### config.mk
export PLATFORM = sky130hd
export DESIGN_NAME = dcache_ctrl
export DESIGN_NICKNAME = d
export VERILOG_FILES = /design/src/rtl/dcache_ctrl.sv
export SDC_FILE = /design/constraint.sdc
export NUM_CORES = 1
export LEC_CHECK = 0
export CAP_MARGIN = 20
export CORE_MARGIN = 8
export CORE_UTILIZATION = 25
export CTS_CLUSTER_SIZE = 30
export DETAILED_ROUTE_END_ITERATION = 8
export PLACE_DENSITY = 0.41
export SLEW_MARGIN = 20
export SYNTH_ARGS = -nofsm -noshare
export SYNTH_HDL_FRONTEND = slang
export SYNTH_SLANG_ARGS = --single-unit
### constraint.sdc
create_clock -name clk -period 7.3 [get_ports clk]
set_clock_uncertainty 0.15 [all_clocks]
set_input_delay 1.46 -clock clk [delete_from_list [all_inputs] [get_ports clk]]
set_output_delay 1.46 -clock clk [all_outputs]
set_load 0.03 [all_outputs]
### src/rtl/dcache_ctrl.sv
// Direct-mapped, write-back, write-allocate data cache controller (4-word lines).
// Optional hit/miss counters are enabled with `define DCACHE_PERF_CNT_EN.
module dcache_ctrl #(
  parameter int NUM_BLOCKS = 8
) (
  input  logic         clk,
  input  logic         rst,
  input  logic         proc_read,
  input  logic         proc_write,
  input  logic [29:0]  proc_addr,
  input  logic [31:0]  proc_wdata,
  output logic [31:0]  proc_rdata,
  output logic         proc_stall,
  output logic         mem_read,
  output logic         mem_write,
  output logic [27:0]  mem_addr,
  output logic [127:0] mem_wdata,
  input  logic [127:0] mem_rdata,
  input  logic         mem_ready
`ifdef DCACHE_PERF_CNT_EN
  ,
  output logic [31:0]  hit_cnt,
  output logic [31:0]  miss_cnt
`endif
);
  localparam int IW = $clog2(NUM_BLOCKS);
  localparam int TW = 28 - IW;

  typedef enum logic [1:0] {IDLE, WRITEBACK, ALLOCATE} state_e;

  state_e                state_q, state_d;
  logic [NUM_BLOCKS-1:0] valid_q, dirty_q;
  logic [TW-1:0]         tag_q  [NUM_BLOCKS];
  logic [127:0]          data_q [NUM_BLOCKS];
  logic                  mem_read_q, mem_write_q;

  logic [1:0]    off;
  logic [IW-1:0] idx;
  logic [TW-1:0] tag;
  logic          req, hit, victim_dirty, wr_hit, fill;

  assign off = proc_addr[1:0];
  assign idx = proc_addr[IW+1:2];
  assign tag = proc_addr[29:IW+2];

  // A store wins when both request lines are high.
  assign req          = proc_read | proc_write;
  assign hit          = valid_q[idx] && (tag_q[idx] == tag);
  assign victim_dirty = valid_q[idx] && dirty_q[idx];
  assign wr_hit       = (state_q == IDLE) && proc_write && hit;
  assign fill         = (state_q == ALLOCATE) && mem_ready;

  assign proc_stall = (state_q != IDLE) || (req && !hit);
  assign proc_rdata = data_q[idx][{off, 5'b0} +: 32];
  assign mem_read   = mem_read_q;
  assign mem_write  = mem_write_q;
  assign mem_addr   = (state_q == WRITEBACK) ? {tag_q[idx], idx} : proc_addr[29:2];
  assign mem_wdata  = data_q[idx];

  always_comb begin
    state_d = state_q;
    case (state_q)
      IDLE:      if (req && !hit) state_d = victim_dirty ? WRITEBACK : ALLOCATE;
      WRITEBACK: if (mem_ready) state_d = ALLOCATE;
      ALLOCATE:  if (mem_ready) state_d = IDLE;
      default:   state_d = IDLE;
    endcase
  end

  // Memory strobes are registered from the next state so they track the FSM exactly.
  always_ff @(posedge clk) begin
    if (rst) begin
      state_q     <= IDLE;
      mem_read_q  <= 1'b0;
      mem_write_q <= 1'b0;
      valid_q     <= '0;
      dirty_q     <= '0;
    end else begin
      state_q     <= state_d;
      mem_read_q  <= (state_d == ALLOCATE);
      mem_write_q <= (state_d == WRITEBACK);
      if (fill) begin
        valid_q[idx] <= 1'b1;
        dirty_q[idx] <= 1'b0;
      end else if (wr_hit) begin
        dirty_q[idx] <= 1'b1;
      end
    end
  end

  // Tag and data storage carry no reset; the valid bits guard them.
  always_ff @(posedge clk) begin
    if (!rst) begin
      if (fill) begin
        data_q[idx] <= mem_rdata;
        tag_q[idx]  <= tag;
      end else if (wr_hit) begin
        data_q[idx][{off, 5'b0} +: 32] <= proc_wdata;
      end
    end
  end

`ifdef DCACHE_PERF_CNT_EN
  logic        replay_q;
  logic [31:0] hit_cnt_q, miss_cnt_q;

  // The first IDLE cycle after a fill is the replayed miss, not a fresh hit.
  always_ff @(posedge clk) begin
    if (rst) begin
      replay_q   <= 1'b0;
      hit_cnt_q  <= '0;
      miss_cnt_q <= '0;
    end else begin
      replay_q <= fill;
      if (state_q == IDLE && req && hit && !replay_q) hit_cnt_q <= hit_cnt_q + 32'd1;
      if (state_q == IDLE && req && !hit) miss_cnt_q <= miss_cnt_q + 32'd1;
    end
  end

  assign hit_cnt  = hit_cnt_q;
  assign miss_cnt = miss_cnt_q;
`endif

endmodule

Word-level counts from Yosys, hierarchy flattened
Memory sizes are Yosys's and may differ from the RTL's. Index checks and enable logic that the tools add are counted.

Add/subtract/negate cells: 1. Order comparisons: 2. Eq/ne operators: 5. Shifts and indexed selects: 3. Mux-type cells: 149. Bitwise gates (word level): 133. Reductions and logical operators: 12.

Operator list (count): 2-to-1 mux 1 bit (137); bitwise OR 1 bit (129); 2-to-1 mux 128 bit (1); variable shift 32 x 9 -> 128 bit (first input constant) (1); indexed part select 128 x 8 -> 32 bit (1); indexed part select 32 x 9 -> 128 bit (1); 2-to-1 mux 28 bit (1); == test 25 bit (1); 2-to-1 mux 8 bit (2); bitwise OR 8 bit (2); negator 7 -> 9 bit (1); AND 8 bit (1); 2-to-1 mux 2 bit (4); NOT 8 bit (1); logical AND 1 bit (7); binary-select mux 1 bit (select 3 bit) (2); case mux 2 bit (3 select lines) (1); == test 2 x 1 -> 1 bit (second input constant) (2); == test 2 bit (second input constant) (2); < comparator 3 x 4 -> 1 bit (second input constant) (1); nonzero test 2 bit (2); demux 1 bit (select 3 bit) (1); >= comparator 3 x 1 -> 1 bit (second input constant) (1); logical NOT 2 bit (1); other kinds (2) (2).

Flip-flop bits (word level): 20. Bits in writable memories: 1224. Bits of input ports: 195. Output and inout bits: 191. Logic and storage cells: 312. Memories: 2.

Memory list: data_q (depth 8, bits a word 128, read ports 1, clocked after Yosys merged registers in 0, write ports 1, RTL line 34) `logic [127:0] data_q [NUM_BLOCKS];`; tag_q (depth 8, bits a word 25, read ports 1, clocked after Yosys merged registers in 0, write ports 1, RTL line 33) `logic [TW-1:0] tag_q [NUM_BLOCKS];`.

Depth between registers and ports, before layout
Depth in word-level cells: 9. Depth in mapped cells: 13. Depth with buffers taken out: 7.

Worst setup path after synthesis
OpenSTA, ideal clock, no wires.

Path type: input-to-output. Start: in proc_addr[2]. End: out proc_rdata[10]. Arrival time: 4.295 ns. Data required time: 5.690 ns. Slack: 1.395 ns. Cell stages on the path: 10. Buffers on the path: 7. Cell sequence: buf_6 > buf_12 > buf_6 > buf_2 > buf_2 > buf_2 > clkbuf_1 > a221oi_1 > o21ai_0 > mux4_2.

Word-level cells in the longest chain between the ends: 2.

RTL lines: from (decl) (RTL line 10) `input logic [29:0] proc_addr,`; memory (8 x 128 bit); named net mem_wdata[74] (RTL line 17) `output logic [127:0] mem_wdata,`; indexed part select 128 x 8 -> 32 bit (RTL line 54) `assign proc_rdata = data_q[idx][{off, 5'b0} +: 32];`; to (decl) (RTL line 12) `output logic [31:0] proc_rdata,`.

The timed path passes the listed nets, and every way through them passes these cells.

Worst setup path after layout
Start: in proc_addr[4]. End: out proc_stall.

Word-level cells in the longest chain between the ends: 6. Elaborated cells between the ends (all ways): 8. Those cells by class: eq/ne (1); mux (2); reduce/logical (4); memory (1).

RTL lines: memory (8 x 25 bit) or binary-select mux 1 bit (select 3 bit) (tied branches); == test 25 bit or 2-to-1 mux 1 bit (tied branches) (RTL line 48) `assign hit = valid_q[idx] && (tag_q[idx] == tag);`; logical AND 1 bit * (RTL line 48); logical NOT 1 bit * (RTL line 53) `assign proc_stall = (state_q != IDLE) || (req && !hit);`; logical AND 1 bit * (RTL line 53); logical OR 1 bit * (RTL line 53); to (decl) (RTL line 13) `output logic proc_stall,`.

Every way passes the cells marked *; elsewhere a longest branch is shown, timed or not. The select of a mux whose other input is x is not followed.

==> summary.txt <==
Job
  • Max_cap viols: 0

Finish
  • P&R area growth vs syn: 26.32%
  • Layout cells sized above 1: 0.1724
  • Nets@finish: 3655

Timing
  • Worst hold slack: between 300 and 400 ps
  • Worst setup margin: between 900 and 1000 ps
  • Final setup fails: 0
  • Max-slew violation count: 0
  • Slew @ Worst Pin: approximately 1200 ps
  • Fmax: between 0.15 and 0.2 GHz
  • Final Cycle Share: 0.8743
  • Final Hold Fails: 0
  • Max_slew headroom: 0.1669
  • RSZ-0062 raised after global routing: no
  • Post-Route Setup TNS: 0 ps
  • Min cycle time layout: ~6400 ps

Setup path
  • CP max stage delay: 590 ps
  • RR Startpoint: tag_q[0][21]$_DFFE_PP_
  • Setup crit end kind: output pin
  • Max stage delay cell, worst path: and4_1
  • WP data required: roughly 5700 ps
  • Reg2reg end: data_q[7][45]$_DFFE_PP_
  • Type of origin of the critical path: input pin
  • Worst reg-to-reg path cell count: 8
  • Crit-path max FO: 65
  • Setup crit end: proc_stall
  • Critical-path cell list: buf_8, buf_4, mux4_2, mux2i_1, xnor2_1, nor3_1, and4_1, and4_1, o21ai_0, buf_4
  • Crit Path Class: input pin to output pin
  • Critical Path AT: ~4800 ps
  • Worst reg2reg setup slack: 2840 ps
  • Worst setup path startpoint: proc_addr[4]

Global routing
  • First-pass GRT wire length: between 200000 and 300000 um
  • Total grt overflow: 0
  • Initial antenna violation count: 5
  • Vias in the first global route: 29940
  • GRT Overall Usage: 0.1785
  • Largest net degree at the start of global routing: 66

Synth
  • Synthesis Warnings: 0
  • Unique masters post-synth: 57
  • Post-Syn Area per Cell: 16.79 um2
  • Mapped Nets: about 3200
  • Main synth FF type: edfxtp_1
  • Synthesized flop and latch total: roughly 1200
  • Post-synthesis async set-or-reset flop share: 0
  • Post-synth EDFFs: about 1200
  • Mapped Cells: about 3000
  • Post-Synthesis Cell Area: between 40000 and 50000 um2
  • Sequential share of the synthesized area: 0.7478

Drt
  • Drt drc: 0
  • Met3 wire length: between 10000 and 15000 um
  • Initial DRT Pass Iterations: 5
  • Final ANT Viol Nets: 0
  • Met1 WL: ~84000 um
  • WL final: just under 200000 um
  • Initial DRC Count: a little over 3000
  • Vias per Instance: around 4.9
  • Routed via count: a little over 30000
  • Routed wire per std cell: around 32 um
  • Met2 WL: about 95000 um
  • Highest routed layer: met5

Floorplanning
  • I/O pin total: 386
  • Die area: 213300 um2
  • Die Y: roughly 460 um
  • Die width: 461.8 um
  • Initial Util: 0.2517
  • Rows: 163
  • CORE AREA: just under 200000 um2

Clock network
  • TritonCTS buffer count: 139
  • Post-CTS Setup Bufs: 0
  • # hold bufs at CTS: 0
  • Clock latency on the worst-skew pair: slightly below 800 ps
  • Resized Gates After CTS: 0
  • Clock Path Buffers: 3
  • H-tree depth: 4
  • Clk sinks: approximately 1200
  • Clock-pin slew on the worst setup and hold paths: approximately 60 ps
  • CTS tree: yes
  • CTS root buf: clkbuf_16

Power and ir drop
  • Power per Cell Area: roughly 260 nW/um2
  • Leakage dissipation: between 15 and 20 nW
  • Total power draw: between 15 and 20 mW
  • Maximum vdd drop: approximately 0.21 mV

Worst hold path
  • Worst hold path type: flip-flop to flip-flop

Placement
  • Place WS: between 700 and 800 ps
  • IO buf count: 385
  • Routability cong.: 0.7990
  • Hpwl dp: 129000 um

Status
  • Status: finished, final reports clean
[cell usage in the layout (no fill, tap or decap), drive strengths merged, types with 31 or more instances in the layout]
cell           count
a21oi             75
nand4             67
mux2              70
buf              237
mux2i            208
clkdlybuf4s50    315
o21ai             61
clkinv            62
clkbuf           177
a221oi            76
edfxtp          1224
nand3             31
mux4              62
a22oi            345
inv              137
nor2              46
nand2            183
[critical path: cells and delay by family]
family          cells  cell delay (ps)
compound gates      1              130
xor+xnor            1              130
buf+inv             3             1100
mux                 2              570
simple gates        3             1310
[layout make-up]
| cell class | instances | area (um2) |
|---|---|---|
| clock inverter | 76 | 720.7 |
| antenna | 3 | 7.507 |
| clock buffer | 177 | 3706 |
| fill | 19530 | 134700 |
| tap | 2640 | 3303 |
| timing repair buffer | 552 | 5919 |
| multi-input combinational | 1381 | 11430 |
| inverter | 137 | 515.5 |
| sequential | 1244 | 37160 |
[cells by family (layout without fill, tap and decap cells)]
| logic type | count (synthesis) | count (layout) | share of synthesized area |
|---|---|---|---|
| DFF | 1244 | 1244 | 0.7478 |
| muxes | 340 | 340 | 0.08613 |
| adders and majority gates | 5 | 5 | 0.001259 |
| AOI/OAI and AO/OA | 641 | 641 | 0.09363 |
| buffers and inverters | 335 | 942 | 0.03213 |
| other | 0 | 3 | 0 |
| and+or+nand+nor | 383 | 383 | 0.03689 |
| xor gates and xnor gates | 12 | 12 | 0.002115 |
[sequential cells by signal, indices dropped and copies added (netlist names), named ones only]
signal / flops
mem_write: 1
data_q: 1024
mem_read: 1
valid_q: 8
tag_q: 200
state_q: 2
[cell usage after synthesis (31+ instances only)]
cell type | number | area, um2
edfxtp_1 | 1224 | 36760
mux4_2 | 62 | 1396
nand4_1 | 67 | 419.2
nand3_1 | 31 | 155.2
clkbuf_1 | 114 | 427.9
a22oi_1 | 345 | 2590
mux2_2 | 70 | 788.3
a221oi_1 | 76 | 665.6
a21oi_1 | 75 | 375.4
inv_1 | 135 | 506.7
mux2i_1 | 207 | 2072
o21ai_0 | 61 | 305.3
nand2_1 | 183 | 686.9
nor2_1 | 46 | 172.7
[metrics by stage]
| stage | cell area (um2) | std cells | utilization |
|---|---|---|---|
| 3_5_place_dp | 58300 | 5953 | 0.2953 |
| 4_1_cts | 62730 | 6206 | 0.3177 |
| 3_3_place_gp | 58250 | 5950 | 0.2950 |
| 5_1_grt | 62760 | 6207 | 0.3179 |
| 6_report | 62760 | 6210 | 0.3179 |
| 2_1_floorplan | 49680 | 2960 | - |
[power by group]
| part | switching, mW | leakage [nW] | total, mW | internal, mW |
|---|---|---|---|---|
| registers | 0.0118 | 11.2 | 7.91 | 7.90 |
| clock network | 2.95 | 2.13 | 6.88 | 3.93 |
| logic | 1.13 | 6.60 | 1.73 | 0.606 |
| total | 4.09 | 19.9 | 16.5 | 12.4 |
[worst min-delay path by stage]
stage	end	from	slack, ps	cells past startpoint
6_report	flip-flop	flip-flop	310	2
5_1_grt	flip-flop	flip-flop	320	2
4_1_cts	flip-flop	flip-flop	310	2
3_5_place_dp	flip-flop	flip-flop	290	2
3_3_place_gp	flip-flop	flip-flop	280	2
2_1_floorplan	flip-flop	flip-flop	270	2
[layer usage]
metal / up-vias / GRT usage
li1: 12920 / -
met2: 994 / 0.2954
met1: 16060 / 0.2360
met4: 4 / 0.06306
met5: - / 0
met3: 218 / 0.03156
Note: power is estimated with default switching activity, not from simulation.
